$ cat config.mk
export PLATFORM = sky130hd
export DESIGN_NAME = inst_cache
export DESIGN_NICKNAME = d
export VERILOG_FILES = /design/src/rtl/inst_cache_pkg.sv /design/src/rtl/inst_cache_store.sv /design/src/rtl/inst_cache.sv
export SDC_FILE = /design/constraint.sdc
export NUM_CORES = 2
export LEC_CHECK = 0
export CAP_MARGIN = 40
export CELL_PAD_IN_SITES_DETAIL_PLACEMENT = 1
export CELL_PAD_IN_SITES_GLOBAL_PLACEMENT = 1
export CORE_MARGIN = 5
export CORE_UTILIZATION = 57
export DETAILED_ROUTE_END_ITERATION = 16
export GPL_ROUTABILITY_DRIVEN = 0
export PLACE_DENSITY = 0.82
export RECOVER_POWER = 100
export SYNTH_ARGS = -nofsm -noshare
export SYNTH_HDL_FRONTEND = slang
export SYNTH_HIERARCHICAL = 1
export SYNTH_MEMORY_MAX_BITS = 65536
export SYNTH_SLANG_ARGS = --single-unit
export TNS_END_PERCENT = 5
$ cat constraint.sdc
create_clock -name clk -period 9.1 [get_ports clk]
set_clock_uncertainty 0.2 [all_clocks]
set_input_delay 2.73 -clock clk [delete_from_list [all_inputs] [get_ports clk]]
set_output_delay 2.73 -clock clk [all_outputs]
set_load 0.02 [all_outputs]
$ cat src/rtl/inst_cache_pkg.sv
// inst_cache_pkg
//   Shared definitions for the instruction cache: word type, boolean
//   constants, default cache geometry and FSM state encodings.
package inst_cache_pkg;

   // Word range: one 32-bit instruction / address word.
   localparam int WORD_W = 32;
   typedef logic [WORD_W-1:0] word_t;

   localparam logic  TRUE      = 1'b1;
   localparam logic  FALSE     = 1'b0;
   localparam word_t ZERO_WORD = '0;

   // Default geometry: 32 lines of 4 words (16 bytes).
   localparam int DEF_INDEX_BITS  = 5;
   localparam int DEF_OFFSET_BITS = 2;

   // Word-address bits left over for the tag once index and offset are taken.
   function automatic int tag_bits(input int index_bits, input int offset_bits);
      return 30 - index_bits - offset_bits;
   endfunction

   typedef enum logic [1:0] {
      ST_IDLE    = 2'd0,
      ST_FILL    = 2'd1,
      ST_RESPOND = 2'd2
   } state_e;

endpackage

$ cat src/rtl/inst_cache_store.sv
// inst_cache_store
//   Valid / tag / data storage for the direct-mapped instruction cache.
//   Ports:
//     clk, rst          clock, asynchronous active-low reset (clears valid)
//     rd_*              combinational read of valid, tag and one data word
//     wr_*              single word write into a line
//     line_*            set (valid=1, tag written) or clear a line's valid bit
module inst_cache_store
   import inst_cache_pkg::*;
#(
   parameter int INDEX_BITS  = DEF_INDEX_BITS,
   parameter int OFFSET_BITS = DEF_OFFSET_BITS,
   parameter int TAG_BITS    = tag_bits(INDEX_BITS, OFFSET_BITS)
) (
   input  logic                   clk,
   input  logic                   rst,
   input  logic [INDEX_BITS-1:0]  rd_index,
   input  logic [OFFSET_BITS-1:0] rd_offset,
   output logic                   rd_valid,
   output logic [TAG_BITS-1:0]    rd_tag,
   output word_t                  rd_data,
   input  logic                   wr_en,
   input  logic [INDEX_BITS-1:0]  wr_index,
   input  logic [OFFSET_BITS-1:0] wr_offset,
   input  word_t                  wr_data,
   input  logic                   line_en,
   input  logic [INDEX_BITS-1:0]  line_index,
   input  logic                   line_valid,
   input  logic [TAG_BITS-1:0]    line_tag
);

   localparam int LINES = 1 << INDEX_BITS;
   localparam int WORDS = 1 << OFFSET_BITS;

   logic [LINES-1:0]    valid_q, valid_d;
   logic [TAG_BITS-1:0] tag_mem  [LINES];
   word_t               data_mem [LINES*WORDS];

   always_comb begin
      valid_d = valid_q;
      if (line_en) begin
         valid_d[line_index] = line_valid;
      end
   end

   always_ff @(posedge clk or negedge rst) begin
      if (!rst) begin
         valid_q <= '0;
      end else begin
         valid_q <= valid_d;
      end
   end

   // Tag is only meaningful while valid, so it is written on set only.
   always_ff @(posedge clk) begin
      if (line_en && line_valid) begin
         tag_mem[line_index] <= line_tag;
      end
   end

   always_ff @(posedge clk) begin
      if (wr_en) begin
         data_mem[{wr_index, wr_offset}] <= wr_data;
      end
   end

   assign rd_valid = valid_q[rd_index];
   assign rd_tag   = tag_mem[rd_index];
   assign rd_data  = data_mem[{rd_index, rd_offset}];

endmodule

$ cat src/rtl/inst_cache.sv
// inst_cache
//   Direct-mapped instruction cache between the fetcher and the memory
//   controller's instruction port. Hits answer one cycle after the request;
//   misses fill the whole line word by word, then answer. A rollback returns
//   to idle without answering and leaves any partially filled line invalid.
//   Ports:
//     clk, rst                 clock, asynchronous active-low reset
//     rob_rollback_in          pipeline flush (highest priority after reset)
//     fet_request_in/address   one-cycle fetch request and byte address
//     fet_ready_out/instr      one-cycle response pulse and instruction
//     mc_request_out/address   one-cycle word read request to memory
//     mc_ready_in/instruction  one-cycle read completion and data
module inst_cache
   import inst_cache_pkg::*;
#(
   parameter int INDEX_BITS  = DEF_INDEX_BITS,
   parameter int OFFSET_BITS = DEF_OFFSET_BITS
) (
   input  logic  clk,
   input  logic  rst,
   input  logic  rob_rollback_in,
   input  logic  fet_request_in,
   input  word_t fet_address_in,
   output logic  fet_ready_out,
   output word_t fet_instruction_out,
   output logic  mc_request_out,
   output word_t mc_address_out,
   input  logic  mc_ready_in,
   input  word_t mc_instruction_in
);

   localparam int TAG_BITS = tag_bits(INDEX_BITS, OFFSET_BITS);
   localparam logic [OFFSET_BITS-1:0] LAST_WORD = '1;

   state_e                 state_q, state_d;
   logic [29:0]            addr_q, addr_d;      // latched word address of the miss
   logic [OFFSET_BITS-1:0] count_q, count_d;
   logic                   fet_ready_q, fet_ready_d;
   word_t                  fet_instr_q, fet_instr_d;
   logic                   mc_req_q, mc_req_d;
   word_t                  mc_addr_q, mc_addr_d;

   // Byte-select bits of the fetch address carry no information.
   logic unused_byte_bits;
   assign unused_byte_bits = &{1'b0, fet_address_in[1:0]};

   // The single read port looks at the incoming fetch while idle and at the
   // latched miss address otherwise; fill writes and line updates share it.
   logic [29:0]            rd_waddr;
   logic [OFFSET_BITS-1:0] rd_offset;
   logic [INDEX_BITS-1:0]  rd_index;
   logic [TAG_BITS-1:0]    rd_tag_field;
   logic                   st_valid;
   logic [TAG_BITS-1:0]    st_tag;
   word_t                  st_data;
   logic                   hit;
   logic                   wr_en, line_en, line_valid;

   assign rd_waddr     = (state_q == ST_IDLE) ? fet_address_in[31:2] : addr_q;
   assign rd_offset    = rd_waddr[0 +: OFFSET_BITS];
   assign rd_index     = rd_waddr[OFFSET_BITS +: INDEX_BITS];
   assign rd_tag_field = rd_waddr[OFFSET_BITS+INDEX_BITS +: TAG_BITS];
   assign hit          = st_valid && (st_tag == rd_tag_field);

   inst_cache_store #(
      .INDEX_BITS  (INDEX_BITS),
      .OFFSET_BITS (OFFSET_BITS),
      .TAG_BITS    (TAG_BITS)
   ) u_store (
      .clk        (clk),
      .rst        (rst),
      .rd_index   (rd_index),
      .rd_offset  (rd_offset),
      .rd_valid   (st_valid),
      .rd_tag     (st_tag),
      .rd_data    (st_data),
      .wr_en      (wr_en),
      .wr_index   (rd_index),
      .wr_offset  (count_q),
      .wr_data    (mc_instruction_in),
      .line_en    (line_en),
      .line_index (rd_index),
      .line_valid (line_valid),
      .line_tag   (rd_tag_field)
   );

   always_comb begin
      state_d     = state_q;
      addr_d      = addr_q;
      count_d     = count_q;
      fet_ready_d = FALSE;
      fet_instr_d = fet_instr_q;
      mc_req_d    = FALSE;
      mc_addr_d   = mc_addr_q;
      wr_en       = FALSE;
      line_en     = FALSE;
      line_valid  = FALSE;

      if (rob_rollback_in) begin
         // Drop everything; a late mc_ready_in is ignored in idle.
         state_d = ST_IDLE;
      end else begin
         case (state_q)
            ST_IDLE: begin
               if (fet_request_in) begin
                  if (hit) begin
                     fet_ready_d = TRUE;
                     fet_instr_d = st_data;
                  end else begin
                     addr_d    = rd_waddr;
                     count_d   = '0;
                     line_en   = TRUE;     // invalidate before refilling
                     state_d   = ST_FILL;
                     mc_req_d  = TRUE;
                     mc_addr_d = {rd_waddr[29:OFFSET_BITS], {OFFSET_BITS{1'b0}}, 2'b00};
                  end
               end
            end
            ST_FILL: begin
               if (mc_ready_in) begin
                  wr_en = TRUE;
                  if (count_q == LAST_WORD) begin
                     line_en     = TRUE;
                     line_valid  = TRUE;
                     state_d     = ST_RESPOND;
                     fet_ready_d = TRUE;
                     // The word arriving now is not in the array until the edge.
                     fet_instr_d = (rd_offset == count_q) ? mc_instruction_in : st_data;
                  end else begin
                     count_d   = count_q + 1'b1;
                     mc_req_d  = TRUE;
                     mc_addr_d = {rd_waddr[29:OFFSET_BITS], count_d, 2'b00};
                  end
               end
            end
            ST_RESPOND: begin
               state_d = ST_IDLE;
            end
            default: begin
               state_d = ST_IDLE;
            end
         endcase
      end
   end

   always_ff @(posedge clk or negedge rst) begin
      if (!rst) begin
         state_q     <= ST_IDLE;
         addr_q      <= '0;
         count_q     <= '0;
         fet_ready_q <= FALSE;
         fet_instr_q <= ZERO_WORD;
         mc_req_q    <= FALSE;
         mc_addr_q   <= ZERO_WORD;
      end else begin
         state_q     <= state_d;
         addr_q      <= addr_d;
         count_q     <= count_d;
         fet_ready_q <= fet_ready_d;
         fet_instr_q <= fet_instr_d;
         mc_req_q    <= mc_req_d;
         mc_addr_q   <= mc_addr_d;
      end
   end

   assign fet_ready_out       = fet_ready_q;
   assign fet_instruction_out = fet_instr_q;
   assign mc_request_out      = mc_req_q;
   assign mc_address_out      = mc_addr_q;

endmodule

==> impl_metrics.prom <==
# TYPE chip_impl_metric gauge
chip_impl_info{name="status",value="finished with violations"} 1
chip_impl_info{name="violations_in_the_final_reports",value="max-capacitance violations, max-slew violations"} 1
chip_impl_info{name="worst_setup_path_end_kind",value="flop"} 1
chip_impl_metric{name="power-per-cell-area",unit="nW/um^2"} 242
chip_impl_metric{name="slew_violations",unit=""} 5165
chip_impl_metric{name="die-height",unit="um"} 587
chip_impl_metric{name="maxClockFrequency",unit="MHz"} 113
chip_impl_info{name="unrepaired_setup_endpoints_after_global_routing",value="false"} 1
chip_impl_info{name="worstReg2RegEnd",value="u_store/data_mem[99][20]$_DFFE_PP_"} 1
chip_impl_metric{name="r2r_setup_slack",unit="ps"} 1270
chip_impl_metric{name="tritoncts.num_buffers",unit=""} 468
chip_impl_metric{name="fin_worst_hold_slack",unit="ps"} 284
chip_impl_metric{name="detailed_placer_s_ending_hpwl",unit="um"} 303000
chip_impl_metric{name="slew_headroom",unit="%"} -246
chip_impl_info{name="critical_path.top_delay_family",value="buffers and inverters"} 1
chip_impl_info{name="critical-path-top-cell-by-count",value="sky130_fd_sc_hd__clkbuf_1"} 1
chip_impl_metric{name="dpl.cell_count",unit=""} 12118
chip_impl_metric{name="synth_area_per_cell",unit="sq um"} 25.0
chip_impl_info{name="worstSetupPathType",value="in2reg"} 1
chip_impl_metric{name="synth_cells",unit=""} 7596
chip_impl_info{name="worst_hold_path_type",value="reg2reg"} 1
chip_impl_metric{name="drt-wirelength-per-cell",unit="um"} 48.3
chip_impl_metric{name="ios",unit=""} 135
chip_impl_metric{name="placement_rows",unit=""} 212
chip_impl_metric{name="antenna_found_initial",unit=""} 74
chip_impl_info{name="synth_top_cells_by_count",value="4832 x sky130_fd_sc_hd__edfxtp_1, 1584 x sky130_fd_sc_hd__mux4_2, 243 x sky130_fd_sc_hd__clkbuf_1"} 1
chip_impl_metric{name="final_cell_count_no_fill",unit=""} 13062
chip_impl_metric{name="global_route_wire_length_before_repair",unit="um"} 859000
chip_impl_metric{name="via_count_of_the_first_global_routing_pass",unit=""} 99253
chip_impl_metric{name="cts_sinks",unit=""} 4960
chip_impl_metric{name="drc",unit=""} 0
chip_impl_metric{name="tightestPinTransition",unit="ps"} 5200
chip_impl_metric{name="synth_top_cell_area_share",unit="%"} 76.4
chip_impl_metric{name="cts_hold_buffers",unit=""} 0
chip_impl_metric{name="cap_viol_max_count",unit=""} 102
chip_impl_metric{name="final_layout_size_suffix_gt1_share",unit="%"} 32.6
chip_impl_metric{name="area.growth.synth_to_final",unit="%"} 13.1
chip_impl_info{name="clk_root_buffer_cell",value="sky130_fd_sc_hd__clkbuf_16"} 1
chip_impl_info{name="regToRegStartpoint",value="state_q[0]$_DFFE_PN0P_"} 1
chip_impl_info{name="crit_path_cell_trace",value="clkdlybuf4s50_1, nand2_1, nand2_4, clkbuf_1, buf_12, nor2_1, clkbuf_1, nand3_1, clkbuf_1, nor2_1, clkbuf_1"} 1
chip_impl_metric{name="fin_crit_sh",unit="%"} 97.4
chip_impl_metric{name="io_buffer_count",unit=""} 130
chip_impl_metric{name="grt_util_all_layers",unit="%"} 36.1
chip_impl_metric{name="drtIter0Drc",unit=""} 19201
chip_impl_metric{name="ir_worst_vdd",unit="V"} 0.000218
chip_impl_metric{name="setup_viol",unit=""} 0
chip_impl_metric{name="report.power.total",unit="uW"} 52100
chip_impl_metric{name="cts_setup_buffers",unit=""} 0
chip_impl_metric{name="worst-endpoint-required",unit="ps"} 9490
chip_impl_info{name="worstHoldStart",value="fet_instruction_out[25]$_DFFE_PN0P_"} 1
chip_impl_metric{name="finalHoldViolCount",unit=""} 0
chip_impl_metric{name="ys_ff_latch",unit=""} 4960
chip_impl_info{name="crit_path_start_kind",value="input pin"} 1
chip_impl_metric{name="die_area",unit="sq um"} 345000
chip_impl_metric{name="dr.pass1.iters",unit=""} 6
chip_impl_metric{name="fin_crit",unit="ps"} 8860
chip_impl_info{name="synth_area_leader_cell",value="sky130_fd_sc_hd__edfxtp_1"} 1
chip_impl_metric{name="worstPathMaxFanout",unit=""} 95
chip_impl_metric{name="rr_worst_depth",unit=""} 11
chip_impl_info{name="synth_area_leaders",value="sky130_fd_sc_hd__edfxtp_1 76%, sky130_fd_sc_hd__mux4_2 19%, sky130_fd_sc_hd__dfrtp_1 1.7%"} 1
chip_impl_metric{name="routed-via-count",unit=""} 98532
chip_impl_metric{name="fill_cells",unit=""} 25405
chip_impl_metric{name="overflow",unit=""} 0
chip_impl_metric{name="timing.critical_path.arrival",unit="ps"} 9250
chip_impl_metric{name="cp_num_buf_inv",unit=""} 6
chip_impl_metric{name="finalNetCount",unit=""} 8284
chip_impl_metric{name="syn_area",unit="sq um"} 190000
chip_impl_metric{name="cellLeakagePower",unit="uW"} 0.0667
chip_impl_info{name="hold_end",value="fet_instruction_out[25]$_DFFE_PN0P_"} 1
chip_impl_metric{name="timing.hold.worst_path_depth",unit=""} 1
chip_impl_metric{name="cts.path.max_buffers",unit=""} 4
chip_impl_metric{name="htree_levels",unit=""} 5
chip_impl_metric{name="worstSkewPairLatency",unit="ps"} 1030
chip_impl_metric{name="post_drt_via_cell_ratio",unit=""} 7.54
chip_impl_metric{name="postCtsResizedCells",unit=""} 0
chip_impl_metric{name="tns",unit="ps"} 0
chip_impl_info{name="tritoncts",value="done"} 1
chip_impl_metric{name="initial_utilization",unit="%"} 57.1
chip_impl_metric{name="part_of_the_yosys_area_used_for_sequential_elements",unit="%"} 78.0
chip_impl_metric{name="fp.coreArea",unit="sq um"} 333000
chip_impl_info{name="synth_top_flop_cell",value="sky130_fd_sc_hd__edfxtp_1"} 1
chip_impl_metric{name="yosysWarnings",unit=""} 6
chip_impl_metric{name="crit_path_max_incr_delay",unit="ps"} 1380
chip_impl_metric{name="synth_cell_types",unit=""} 58
chip_impl_metric{name="maximum_number_of_pins_on_one_net_before_global_route_repair",unit=""} 130
chip_impl_info{name="critical_path.slowest_cell",value="sky130_fd_sc_hd__nor2_1"} 1
chip_impl_metric{name="synthArstFlopShare",unit="%"} 2.58
chip_impl_metric{name="clk_pin_slew_worst_paths",unit="ps"} 60
chip_impl_metric{name="ant_nets",unit=""} 0
chip_impl_info{name="yosys.cell_count.top_type",value="sky130_fd_sc_hd__edfxtp_1"} 1
chip_impl_metric{name="fp.dieW",unit="um"} 587
chip_impl_metric{name="number_of_flops_mapped_to_enable_cells_by_yosys",unit=""} 4832
chip_impl_metric{name="wl",unit="um"} 631000
-- cell families (layout without fill, tap and decap cells) --
kind of cell             after synthesis  after routing  synth area share [%]
flip-flops                          4960           4960                  78.0
multiplexers                        1773           1773                  19.9
buffers and inverters                431           1447                 0.923
AND/OR/NAND/NOR                      308            308                 0.703
AO/OA/AOI/OAI                        107            107                 0.353
XOR/XNOR                              15             15                0.0691
adder cells (fa/ha/maj)                1              1               0.00658
other                                  1             64               0.00197
-- sequential cells by signal (all words and copies together), names as in the netlist --
register	count
u_store/data_mem	4096
u_store/tag_mem	736
fet_instruction_out	32
u_store/valid_q	32
addr_q	30
mc_address_out	29
state_q	2
count_q	1
fet_ready_out	1
mc_request_out	1
-- cells in the final DEF, fill, tap and decap left out, types with 5 or more instances in the layout --
cell type / Yosys / final
sky130_fd_sc_hd__o21ai_0: 61 / 61
sky130_fd_sc_hd__dfrtp_1: 128 / 128
sky130_fd_sc_hd__clkbuf_8: 0 / 8
sky130_fd_sc_hd__nand3_1: 18 / 14
sky130_fd_sc_hd__clkinv_1: 0 / 112
sky130_fd_sc_hd__buf_4: 9 / 150
sky130_fd_sc_hd__inv_6: 0 / 6
sky130_fd_sc_hd__clkdlybuf4s50_1: 0 / 9
sky130_fd_sc_hd__clkinvlp_4: 0 / 16
sky130_fd_sc_hd__edfxtp_1: 4832 / 4832
sky130_fd_sc_hd__nor2_1: 168 / 96
sky130_fd_sc_hd__nand2_4: 0 / 7
sky130_fd_sc_hd__bufinv_16: 0 / 48
sky130_fd_sc_hd__xnor2_1: 12 / 12
sky130_fd_sc_hd__clkbuf_16: 0 / 482
sky130_fd_sc_hd__or2_2: 4 / 5
sky130_fd_sc_hd__mux2_1: 57 / 65
sky130_fd_sc_hd__clkbuf_2: 0 / 63
sky130_fd_sc_hd__nand3b_1: 7 / 7
sky130_fd_sc_hd__o31ai_1: 8 / 8
sky130_fd_sc_hd__mux2_2: 129 / 121
sky130_fd_sc_hd__diode_2: 0 / 62
sky130_fd_sc_hd__nor2_2: 0 / 10
sky130_fd_sc_hd__mux4_2: 1584 / 1584
sky130_fd_sc_hd__clkinv_2: 0 / 106
sky130_fd_sc_hd__clkbuf_1: 243 / 209
sky130_fd_sc_hd__inv_1: 21 / 21
sky130_fd_sc_hd__nor2_4: 0 / 62
sky130_fd_sc_hd__buf_12: 0 / 100
sky130_fd_sc_hd__dlygate4sd3_1: 0 / 88
sky130_fd_sc_hd__nor2b_1: 12 / 12
sky130_fd_sc_hd__clkinv_4: 0 / 10
sky130_fd_sc_hd__nand2_1: 73 / 63
-- through the flow --
step	utilization, %	worst slack [ps]	area, sq um
after floorplan	-	-168	190000
after global placement	60.3	367	201000
after detailed placement	60.4	211	201000
after CTS	65.0	840	216000
after global routing	64.6	352	215000
final	64.6	239	215000
-- routing by layer --
layer	GRT usage (%)	routed length (um)	share of wire, %	vias to the layer above
li1	-	-	-	34264
met3	8.15	87100	14	2124
met2	57.3	305000	48	10944
met1	46.6	193000	30	51170
met4	21.1	46400	7.4	30
met5	0	184	0.029	-
-- power breakdown --
part / internal [uW] / leakage (uW) / switching (uW) / total [uW]
clock: 11100 / 0.00751 / 9270 / 20400
sequential: 25300 / 0.0451 / 67.3 / 25400
combinational: 2430 / 0.0141 / 3890 / 6330
-- layout make-up --
class | count | area, sq um | area share, %
inverter | 21 | 78.8 | 0.0367
tap | 4387 | 5490 | 2.55
clock inverter | 308 | 2850 | 1.33
clock buffer | 561 | 12400 | 5.79
timing repair buffer | 557 | 5100 | 2.37
antenna | 62 | 155 | 0.0722
multi-input combinational | 2206 | 40500 | 18.9
sequential | 4960 | 148000 | 69.0
-- worst max-delay path by stage --
stage                                  from                             endpoint  slack (ps)  depth (start not counted)
after floorplan           fet_address_in[4]     u_store/tag_mem[16][0]$_DFFE_PP_        -170                         21
after CTS                 fet_address_in[4]    u_store/tag_mem[13][12]$_DFFE_PP_         840                         21
after global routing      fet_address_in[6]  fet_instruction_out[22]$_DFFE_PN0P_         350                         14
after detailed placement  fet_address_in[4]     u_store/tag_mem[27][5]$_DFFE_PP_         210                         20
after global placement    fet_address_in[4]     u_store/tag_mem[27][6]$_DFFE_PP_         370                         18
final                     fet_address_in[6]   u_store/data_mem[99][20]$_DFFE_PP_         240                         11
(Power assumes the default switching activity.)
